[config.mk]
export PLATFORM = sky130hd
export DESIGN_NAME = fb_pixel_writer
export DESIGN_NICKNAME = d
export VERILOG_FILES = /design/src/rtl/fb_pixel_writer.sv
export SDC_FILE = /design/constraint.sdc
export NUM_CORES = 1
export LEC_CHECK = 0
export ABC_AREA = 0
export CORE_MARGIN = 8
export CORE_UTILIZATION = 45
export CTS_CLUSTER_SIZE = 12
export DETAILED_ROUTE_END_ITERATION = 10
export GPL_TIMING_DRIVEN = 0
export PLACE_DENSITY = 0.74
export SETUP_SLACK_MARGIN = 0.3
export SYNTH_ARGS = -nofsm -noshare
export SYNTH_HDL_FRONTEND = slang
export SYNTH_SLANG_ARGS = --single-unit
[constraint.sdc]
create_clock -name clk -period 4.3 [get_ports clk]
set_clock_uncertainty 0.05 [all_clocks]
set_input_delay 0.86 -clock clk [delete_from_list [all_inputs] [get_ports clk]]
set_output_delay 0.86 -clock clk [all_outputs]
set_load 0.02 [all_outputs]
[src/rtl/fb_pixel_writer.sv]
// fb_pixel_writer: packs the renderer's RGB444 raster stream into 8-pixel
// groups and writes each group to the DDR3 framebuffer through the MIG UI.
// Each group becomes two 64-bit data beats followed by one write command.
// render_complete tells scan-out that the whole frame has reached DDR3.
module fb_pixel_writer #(
  parameter int ADDR_WIDTH   = 19,
  parameter int FB_PIXELS    = 307200,
  parameter int BURST_PIXELS = 8
) (
  input  logic                  clk,
  input  logic                  rst,
  input  logic                  frame_start,
  input  logic                  pix_valid,
  output logic                  pix_ready,
  input  logic [11:0]           pix_data,
  output logic                  render_complete,
  output logic                  ddr3_app_en,
  output logic [2:0]            ddr3_app_cmd,
  output logic [ADDR_WIDTH-1:0] ddr3_app_addr,
  input  logic                  ddr3_app_rdy,
  output logic                  ddr3_app_wdf_wren,
  output logic [63:0]           ddr3_app_wdf_data,
  output logic                  ddr3_app_wdf_end,
  input  logic                  ddr3_app_wdf_rdy
);

  localparam int CNT_W = $clog2(BURST_PIXELS);
  localparam int GRP_W = 16 * BURST_PIXELS;
  localparam logic [CNT_W-1:0]      LAST_IDX  = CNT_W'(BURST_PIXELS - 1);
  localparam logic [ADDR_WIDTH-1:0] ADDR_STEP = ADDR_WIDTH'(BURST_PIXELS);
  localparam logic [ADDR_WIDTH-1:0] LAST_ADDR = ADDR_WIDTH'(FB_PIXELS - BURST_PIXELS);

  typedef enum logic [2:0] {
    S_IDLE,
    S_COLLECT,
    S_WR_BEAT0,
    S_WR_BEAT1,
    S_WR_CMD,
    S_DONE
  } state_t;

  state_t r_state;
  state_t w_state_next;

  // Only the 7 most recent pixels need to be kept: the 8th arrives on the
  // same cycle the first beat is loaded, straight from w_group_shift.
  logic [GRP_W-17:0]       r_group;
  logic [CNT_W-1:0]        r_count;
  logic [ADDR_WIDTH-1:0]   r_addr;
  logic                    r_restart_pend;
  logic                    r_render_complete;
  logic                    r_app_en;
  logic [ADDR_WIDTH-1:0]   r_app_addr;
  logic                    r_wdf_wren;
  logic [63:0]             r_wdf_data;
  logic                    r_wdf_end;

  logic                    w_pix_accept;
  logic                    w_cmd_accept;
  logic                    w_in_handshake;
  logic                    w_restart;
  logic [GRP_W-1:0]        w_group_shift;

  assign w_pix_accept   = (r_state == S_COLLECT) && pix_valid;
  assign w_cmd_accept   = (r_state == S_WR_CMD) && ddr3_app_rdy;
  assign w_in_handshake = (r_state == S_WR_BEAT0) || (r_state == S_WR_BEAT1) ||
                          (r_state == S_WR_CMD);
  // Pixel 0 of a group ends up in the top 16 bits, matching the MSB-first
  // unpacking in scan-out.
  assign w_group_shift  = {r_group, 4'h0, pix_data};

  // Next-state logic; w_restart marks a cycle that (re)initialises the frame.
  always_comb begin
    w_state_next = r_state;
    w_restart    = 1'b0;
    case (r_state)
      S_IDLE, S_DONE: begin
        if (frame_start) begin
          w_state_next = S_COLLECT;
          w_restart    = 1'b1;
        end
      end
      S_COLLECT: begin
        if (frame_start) begin
          w_restart = 1'b1;
        end else if (pix_valid && (r_count == LAST_IDX)) begin
          w_state_next = S_WR_BEAT0;
        end
      end
      S_WR_BEAT0: begin
        if (ddr3_app_wdf_rdy) w_state_next = S_WR_BEAT1;
      end
      S_WR_BEAT1: begin
        if (ddr3_app_wdf_rdy) w_state_next = S_WR_CMD;
      end
      S_WR_CMD: begin
        if (ddr3_app_rdy) begin
          // A frame_start seen during the handshake wins over finishing the frame.
          if (r_restart_pend) begin
            w_state_next = S_COLLECT;
            w_restart    = 1'b1;
          end else if (r_addr == LAST_ADDR) begin
            w_state_next = S_DONE;
          end else begin
            w_state_next = S_COLLECT;
          end
        end
      end
      default: w_state_next = S_IDLE;
    endcase
  end

  // State register.
  always_ff @(posedge clk) begin
    if (rst) r_state <= S_IDLE;
    else     r_state <= w_state_next;
  end

  // Pixel collection, frame address and frame-level flags.
  always_ff @(posedge clk) begin
    if (rst) begin
      r_group           <= '0;
      r_count           <= '0;
      r_addr            <= '0;
      r_restart_pend    <= 1'b0;
      r_render_complete <= 1'b0;
    end else begin
      if (w_pix_accept) r_group <= w_group_shift[GRP_W-17:0];

      // A pixel accepted together with frame_start is pixel 0 of the new frame.
      if (w_restart)         r_count <= w_pix_accept ? CNT_W'(1) : '0;
      else if (w_pix_accept) r_count <= r_count + CNT_W'(1);

      if (w_restart)         r_addr <= '0;
      else if (w_cmd_accept) r_addr <= r_addr + ADDR_STEP;

      if (w_restart)
        r_render_complete <= 1'b0;
      else if (w_cmd_accept && (w_state_next == S_DONE))
        r_render_complete <= 1'b1;

      // Defer frame_start until the MIG handshake is finished.
      if (w_restart)
        r_restart_pend <= 1'b0;
      else if (frame_start && w_in_handshake)
        r_restart_pend <= 1'b1;
    end
  end

  // Registered MIG UI outputs, loaded on entry to each handshake state.
  always_ff @(posedge clk) begin
    if (rst) begin
      r_app_en   <= 1'b0;
      r_app_addr <= '0;
      r_wdf_wren <= 1'b0;
      r_wdf_data <= '0;
      r_wdf_end  <= 1'b0;
    end else begin
      r_app_en   <= (w_state_next == S_WR_CMD);
      r_wdf_wren <= (w_state_next == S_WR_BEAT0) || (w_state_next == S_WR_BEAT1);
      r_wdf_end  <= (w_state_next == S_WR_BEAT1);

      if ((r_state == S_COLLECT) && (w_state_next == S_WR_BEAT0))
        r_wdf_data <= w_group_shift[GRP_W-1 -: 64];
      else if ((r_state == S_WR_BEAT0) && (w_state_next == S_WR_BEAT1))
        r_wdf_data <= r_group[63:0];

      if ((r_state == S_WR_BEAT1) && (w_state_next == S_WR_CMD))
        r_app_addr <= r_addr;
    end
  end

  assign pix_ready         = (r_state == S_COLLECT);
  assign render_complete   = r_render_complete;
  assign ddr3_app_en       = r_app_en;
  assign ddr3_app_cmd      = 3'b000;
  assign ddr3_app_addr     = r_app_addr;
  assign ddr3_app_wdf_wren = r_wdf_wren;
  assign ddr3_app_wdf_data = r_wdf_data;
  assign ddr3_app_wdf_end  = r_wdf_end;

endmodule

==> results summary, run 1 <==
STA classifies the critical path endpoint as an output pin. Clock latency on the worst-skew pair, taken at its later pin, is 430 ps. The clock tree synthesis step divided the H-tree into 4 levels. The setup fix buffers added after clock tree synthesis is 0. The setup slack on the worst flop-to-flop path came out at 1900 ps. The cell leakage power is 2.82 nW. TritonCTS built the clock tree. The total routed wire length on the met1 layer is 9300 um. The sum of buffers and inverters on the critical path came out at 2. In this design, the largest share of critical-path delay is due to buffers and inverters. Timing would allow up to 343 MHz. In the layout the commonest cells are sky130_fd_sc_hd__nand2_1 (314), sky130_fd_sc_hd__dfxtp_1 (175), sky130_fd_sc_hd__a21oi_1 (109). The power density normalized to cell area is 396 nW/um^2. The cell with the largest stage delay on the worst path is sky130_fd_sc_hd__clkdlybuf4s50_1. The initial antenna violation count came out at 0. The ratio of final minimum period to clock period came out at 0.679. The area overhead of the layout relative to synthesis came out at 26.0%. The buffer levels on the longest clock path is 2. The average instance in the mapped netlist occupies 7.87 sq um. In this run, distinct cell masters in the synthesized netlist total 43. The number of instances in the synthesized netlist came out at 879. The DRC violations left came out at 0. The worst setup slack before clock tree synthesis came out at 1150 ps. In this run the vertical extent of the chip is 140 um.

After synthesis, the largest family of logic cells by area is simple AND/OR/NAND/NOR gates. The critical path startpoint is r_state[1]$_SDFF_PP0_. The number of core rows is 45.

The placed instance count is 1,173. The instance count on the critical path is 3. The top-level port count is 109. The number of endpoints failing setup at the final stage is 0. STA classifies the critical path startpoint as a flip-flop. The number of hold buffers added after cts is 0. After clock tree synthesis, the repair step resized 0 gates. The highest metal layer carrying signal wires in the routed design is met4.

The run finished with clean final reports. The final net count is 1,025. The number of global-route vias before repair is 5,996. The worst setup path is of the flip-flop to output pin kind. The share of synthesized cell area in full adder, half adder and majority cells is 0.00543. The starting utilization of the core area is 0.458.

The post-synthesis compound-gate area fraction is 0.152. Summing internal, switching and leakage power gives 3.46 mW. The wire length on met2 came out at 8920 um. The worst reg2reg path startpoint is r_state[0]$_SDFF_PP0_. In this run the critical register-to-register path is captured at ddr3_app_wdf_data[7]$_SDFFE_PP0P_. CTS placed an instance of sky130_fd_sc_hd__clkbuf_16 at the clock tree root.

The clock transition at the registers of the reported paths came out at 60 ps. The top fanout value on the critical path is 10. In this run the cell area of the synthesized design comes to 6920 sq um.

The die covers 19,600 sq um. Of the total synthesized cell area, the portion taken by XOR and XNOR cells is 0.0165. At the end of the flow the core is filled with cells to 0.578.

In the detailed route, the total length drawn on met3 is 1630 um. The number of antenna diodes came out at 0. Summed over all layers, the routed wires come to 20,200 um. Headroom to the max-slew limit came out at 0.347. The final hold violation count came out at 0. Following the worst setup path forward leads to its endpoint at pix_ready. The critical path required time is 3390 ps. For the worst setup path, the data arrival time is 2010 ps. After global routing the overflow that remains totals 0. Of the synthesized area, sequential elements account for 0.506.

After floorplanning, the core was sized to cover 15,100 sq um. The count of final max-slew check failures came out at 0. The floorplan die width is 140 um.

The multiplexer fraction of the synthesized cell area is 0.00307. The number of cells on the worst reg-to-reg path is 6. The overall global routing resource usage is 0.207. The proportion of layout cells with a drive suffix above 1 is 0.0738. The count of maximum capacitance violations is 0. Of the total synthesized cell area, the portion taken by AND, OR, NAND and NOR gates is 0.251.

The peak supply drop came out at 0.285 mV. The count of state elements after synthesis came out at 175. The HPWL after detailed placement came out at 14,900 um. The CTS sink count came out at 175. After the first detailed-routing iteration, the DRC count stood at 593. The total of buffers placed on input and output ports came out at 85. In this run the most critical hold path is launched from ddr3_app_addr[16]$_SDFFE_PP0P_. Adding up every negative setup slack in the final design gives 0 ps. The number of vias in the routed layout came out at 6,447. After layout, the worst setup slack is 1380 ps.

The number of clock buffers added by TritonCTS is 17. The iteration count of the initial detailed-routing pass came out at 7. The wire length of the first global-routing pass is 32,200 um. The last weighted congestion value of the routability-driven placer is 0.875. Counting I/O delays and the setup requirement, the final critical path takes 2920 ps.

Setup repair after global routing left no endpoint under its margin. The tightest min-delay check is of the flip-flop to flip-flop type. The vias per cell came out at 5.35. Dividing the detail-routed wire length by the instance count gives 16.8 um.

The count of yosys warnings during synthesis is 0. The delay of the slowest cell on the worst path came out at 690 ps. The residual antenna-violating net count after detailed routing came out at 0. The non-filler instance count after layout came out at 1,204. Traced cell by cell, the critical path runs through buf_2 > nor3b_2 > clkdlybuf4s50_1.

Entering global routing, the biggest net connects 17 pins. The measured slew at the worst slew-check pin is 966 ps. The leading cell type in the layout, fill and taps excluded is sky130_fd_sc_hd__nand2_1.
[cells in the mapped netlist (all sizes together)]
cell,count,area (sq um)
a21oi,109,546
and3b,1,8.76
a31oi,1,6.26
inv,2,7.51
nand3,6,30.0
or3,2,12.5
nand3b,2,15.0
xor2,5,43.8
ha,3,37.5
buf,40,260
mux2,1,11.3
a211oi,1,7.51
or4,1,11.3
xnor2,8,70.1
a311oi,48,420
nand4,3,25.0
or2,1,6.26
o2bb2ai,1,8.76
o22a,1,8.76
a21bo,1,10.0
nand2,314,1180
and2,2,12.5
o21ai,8,40.0
nand2b,5,31.3
and4,1,8.76
nand4bb,1,11.3
nor4bb,1,10.0
nor4,6,37.5
clkbuf,48,180
nor2,66,248
nor2b,1,6.26
nor3,4,20.0
dfxtp,175,3500
and4b,1,10.0
mux2i,1,10.0
and3,2,12.5
a21boi,1,7.51
nor3b,2,20.0
or4b,2,20.0
conb,1,3.75
[layer usage]
layer,vias up,track usage
li1,3141,-
met1,2999,0.285
met2,283,0.310
met3,24,0.0479
met4,0,0.0783
met5,-,0
[state kept, by name, indices dropped and copies added, names as in the netlist]
signal / cells
r_group: 84
r_count: 3
r_restart_pend: 1
ddr3_app_addr: 16
ddr3_app_wdf_wren: 1
ddr3_app_wdf_data: 48
r_addr: 16
render_complete: 1
ddr3_app_wdf_end: 1
ddr3_app_en: 1
r_state: 3
[per-stage QoR]
| stage | instance area [sq um] | hold WS [ps] |
|---|---|---|
| after detailed placement | 8080 | 396 |
| after global placement | 8080 | 392 |
| after floorplan | 7000 | 387 |
| after global routing | 8720 | 426 |
| final | 8720 | 406 |
| after CTS | 8720 | 405 |
[cell type report]
class | instances | area [sq um]
buffer | 88 | 440
fill | 1414 | 6370
tap | 188 | 235
multi-input combinational | 635 | 3050
inverter | 2 | 7.51
clock inverter | 9 | 183
sequential | 175 | 3500
clock buffer | 22 | 454
timing repair buffer | 85 | 851
[logic make-up after synthesis]
logic type | Yosys count
AND/OR/NAND/NOR | 424
flip-flops | 175
AO/OA/AOI/OAI | 171
buffers and inverters | 90
XOR/XNOR | 13
adder cells (fa/ha/maj) | 3
multiplexers | 2
other | 1
[report_power, final]
group	leakage (nW)	total, mW	switching (mW)	internal [mW]
logic	1.11	0.143	0.0963	0.0465
registers	1.41	1.64	0.00734	1.63
clock network	0.301	1.68	0.633	1.05
total	2.82	3.46	0.736	2.72
[tightest hold or removal path: stages, from the launching register on]
cell and delay, ps:
sky130_fd_sc_hd__dfxtp_1 310, sky130_fd_sc_hd__nand2_1 50, sky130_fd_sc_hd__a21oi_1 50
[worst min-delay path by stage]
| stage | to | cells past startpoint |
|---|---|---|
| 2_1_floorplan | r_group[100]$_SDFFE_PP0P_ | 2 |
| 3_3_place_gp | r_group[107]$_SDFFE_PP0P_ | 2 |
| 3_5_place_dp | ddr3_app_addr[7]$_SDFFE_PP0P_ | 2 |
| 4_1_cts | ddr3_app_addr[7]$_SDFFE_PP0P_ | 2 |
| 5_1_grt | ddr3_app_addr[14]$_SDFFE_PP0P_ | 2 |
| 6_report | ddr3_app_addr[16]$_SDFFE_PP0P_ | 2 |
No activity file was read; power rests on OpenSTA's default activity.
==> inputs of run 2 (changes only) <==
Clock period 4.3 ns to 2.9 ns, I/O delays scaled along.
==> results summary, run 2 (synthesized netlist as in run 1, its figures left out) <==
The sequential fraction of design power came out at 0.473 (about the same). The total of buffers placed on input and output ports came out at 85 (unchanged). The source-to-sink clock delay at the later pin of the worst-skew pair is 430 ps (about the same). The worst max-slew margin expressed relative to the limit is 0.329 (-0.0185). The die footprint is 19,600 sq um (unchanged). The overall global routing resource usage came out at 0.208 (about the same).

The most used cell along the critical path is sky130_fd_sc_hd__nand2_1. The number of antenna diodes is 0 (unchanged). The buffer levels on the longest clock path is 2 (unchanged).

The detailed-route wire length came out at 20,300 um (+0.37%). The pin count of the biggest net entering global routing came out at 17 (unchanged). The residual antenna-violating net count after detailed routing came out at 0 (unchanged). The power density normalized to cell area came to 587 nW/um^2 (+48%). For this design, the slowest cell found on the critical path is sky130_fd_sc_hd__clkdlybuf4s50_1.

The CTS sink count is 175 (unchanged). The critical path required time came out at 3180 ps (-210 ps). The count of maximum capacitance violations is 0 (unchanged). The switching component of the power came out at 1.10 mW (+49%). In the layout the commonest cells are sky130_fd_sc_hd__nand2_1 (314), sky130_fd_sc_hd__dfxtp_1 (175), sky130_fd_sc_hd__a21oi_1 (109). The flip-flop count of the largest register after layout is 84 (unchanged).

The critical path capture point type is a flip-flop. The cell-internal power is 4.04 mW (+48%). The timing-limited maximum frequency came out at 431 MHz. The wire length per cell after detailed routing came out at 16.9 um (+0.37%). The leading cell type in the layout, fill and taps excluded is sky130_fd_sc_hd__nand2_1. The initial DRC count came out at 550 (-7.3%). The delay of the slowest cell on the worst path came out at 590 ps (-100 ps). The iteration count of the initial detailed-routing pass came out at 5 (-2). The final hold violation count came to 0 (unchanged). The final global-route overflow total came out at 0 (unchanged).

The kind of start point of the critical path is a primary input. The area overhead of the layout relative to synthesis came out at 26.3%. The final net count is 1,025 (unchanged). The number of global-route vias before repair was 5,997 (+0.017%). The flow ran to the end, and the final reports show no timing, DRC or antenna violations. The number of H-tree levels came to 4 (unchanged). The number of vias in the routed layout is 6,394 (-0.82%). The signal arrival time at the worst endpoint came to 2600 ps (+590 ps). The total clock buffers created by CTS is 17 (unchanged). The filler cell count came out at 1,411 (-0.21%). The top-level port count came out at 109 (unchanged).

The slack of the critical path came out at 579 ps (-802 ps). The worst hold path belongs to the class flip-flop to flip-flop. Setup repair after global routing left no endpoint under its margin. The wire length of the first global-routing pass came to 32,200 um (about the same). The cell leakage power is 2.84 nW (+0.50%).

The number of core rows is 45 (unchanged). The ratio of final minimum period to clock period came out at 0.800. The starting utilization of the core area was 0.458 (unchanged). The last weighted congestion value of the routability-driven placer is 0.875 (unchanged). The clock root buffer master is sky130_fd_sc_hd__clkbuf_16. The critical path goes through clkdlybuf4s50_1 > and3b_1 > nand2_1 > buf_2 > clkbuf_1 > nand2_1 > a311oi_1. The y dimension of the die came out at 140 um (unchanged). The peak supply drop is 0.423 mV (+49%). The DRC violations left came out at 0 (unchanged). The post-layout minimum cycle time came out at 2320 ps.

The clock transition at the registers of the reported paths is 60 ps (about the same). met2 is the most crowded layer. The worst setup slack before clock tree synthesis is 26.4 ps (-1120 ps). By startpoint and endpoint, the worst setup path is classified as primary input to flip-flop. The proportion of layout cells with a drive suffix above 1 is 0.0748 (+0.000984). The met3 usage in global routing was 0.0479 (unchanged).

The core footprint is 15,100 sq um (unchanged). The count of final max-slew check failures is 0 (unchanged). The number of endpoints failing setup at the final stage came out at 0 (unchanged). The net switching fraction of the power is 0.213 (+0.000497). The fraction of power consumed by the clock network is 0.486 (about the same). The setup fix buffers added after clock tree synthesis is 0 (unchanged). The HPWL after detailed placement is 14,900 um (unchanged). The global-route track usage on met2 came out at 0.310 (about the same). The final total power was 5.13 mW (+48%). The setup TNS came to 0 ps (unchanged).

The vias per cell came out at 5.31 (-0.82%). The combinational fraction of design power was 0.042 (about the same). Ranked by flip-flop count, first place goes to r_group.

The global routing usage on met1 is 0.285 (unchanged). The measured slew at the worst slew-check pin is 993 ps (+27.4 ps). The floorplan die width is 140 um (unchanged).

The top fanout value on the critical path is 10 (unchanged). The initial antenna violation count came out at 0 (unchanged). TritonCTS built the clock tree.
run 2: cell count changes in the layout (fill, tap and decap cells not counted):
| cell | delta |
|---|---|
| sky130_fd_sc_hd__dlymetal6s2s_1 | +1 |
| sky130_fd_sc_hd__o2bb2ai_2 | +1 |
| sky130_fd_sc_hd__o2bb2ai_1 | -1 |
| sky130_fd_sc_hd__nor3b_4 | +1 |
| sky130_fd_sc_hd__nor3b_2 | -1 |
| sky130_fd_sc_hd__clkdlybuf4s50_1 | -1 |
run 2: layer usage:
layer,up-vias,part of all wire
li1,3146,-
met1,2975,0.47
met2,244,0.44
met3,29,0.073
met4,0,0.018
met5,-,0
run 2: timing repair:
action,in CTS,in global routing
resized for setup,1,2
setup endpoints to repair,1,2
hold buffers,0,0
run 2: final timing paths:
kind | slack, ps | depth (start not counted) | end | startpoint
hold reg to reg | 410 | 2 | ddr3_app_addr[16]$_SDFFE_PP0P_ | ddr3_app_addr[16]$_SDFFE_PP0P_
setup / recovery | 580 | 7 | ddr3_app_wdf_data[7]$_SDFFE_PP0P_ | frame_start
hold / removal | 410 | 2 | ddr3_app_addr[16]$_SDFFE_PP0P_ | ddr3_app_addr[16]$_SDFFE_PP0P_
setup reg to reg | 650 | 8 | ddr3_app_wdf_data[7]$_SDFFE_PP0P_ | r_count[0]$_SDFFE_PP0P_
run 2: area by class of cell:
type,instances,area (sq um),share of cell area
clock buffer,22,454,0.0520
tap,188,235,0.0269
inverter,2,7.51,0.000859
multi-input combinational,635,3060,0.350
buffer,88,440,0.0504
timing repair buffer,85,853,0.0977
clock inverter,9,183,0.0209
sequential,175,3500,0.401
run 2: power groups by stage:
stage                     clock (mW)  combinational [mW]  sequential (mW)
after floorplan                    0               0.142             2.47
after global placement             0               0.206             2.48
after detailed placement           0               0.207             2.48
after CTS                       2.50               0.209             2.42
after global routing            2.61               0.232             2.42
final                           2.49               0.213             2.43
run 2: critical path: cells and delay by family:
| kind | cells | cell delay, ps |
|---|---|---|
| compound gates | 1 | 310 |
| simple gates | 3 | 480 |
| buf+inv | 3 | 1230 |
run 2: through the flow:
step	area, sq um	cells	utilization	hold slack [ps]
6_report	8730	1204	0.579	406
5_1_grt	8730	1204	0.579	426
4_1_cts	8730	1204	0.578	405
3_5_place_dp	8080	1173	0.536	396
3_3_place_gp	8080	1173	0.536	392
2_1_floorplan	7000	900	-	387
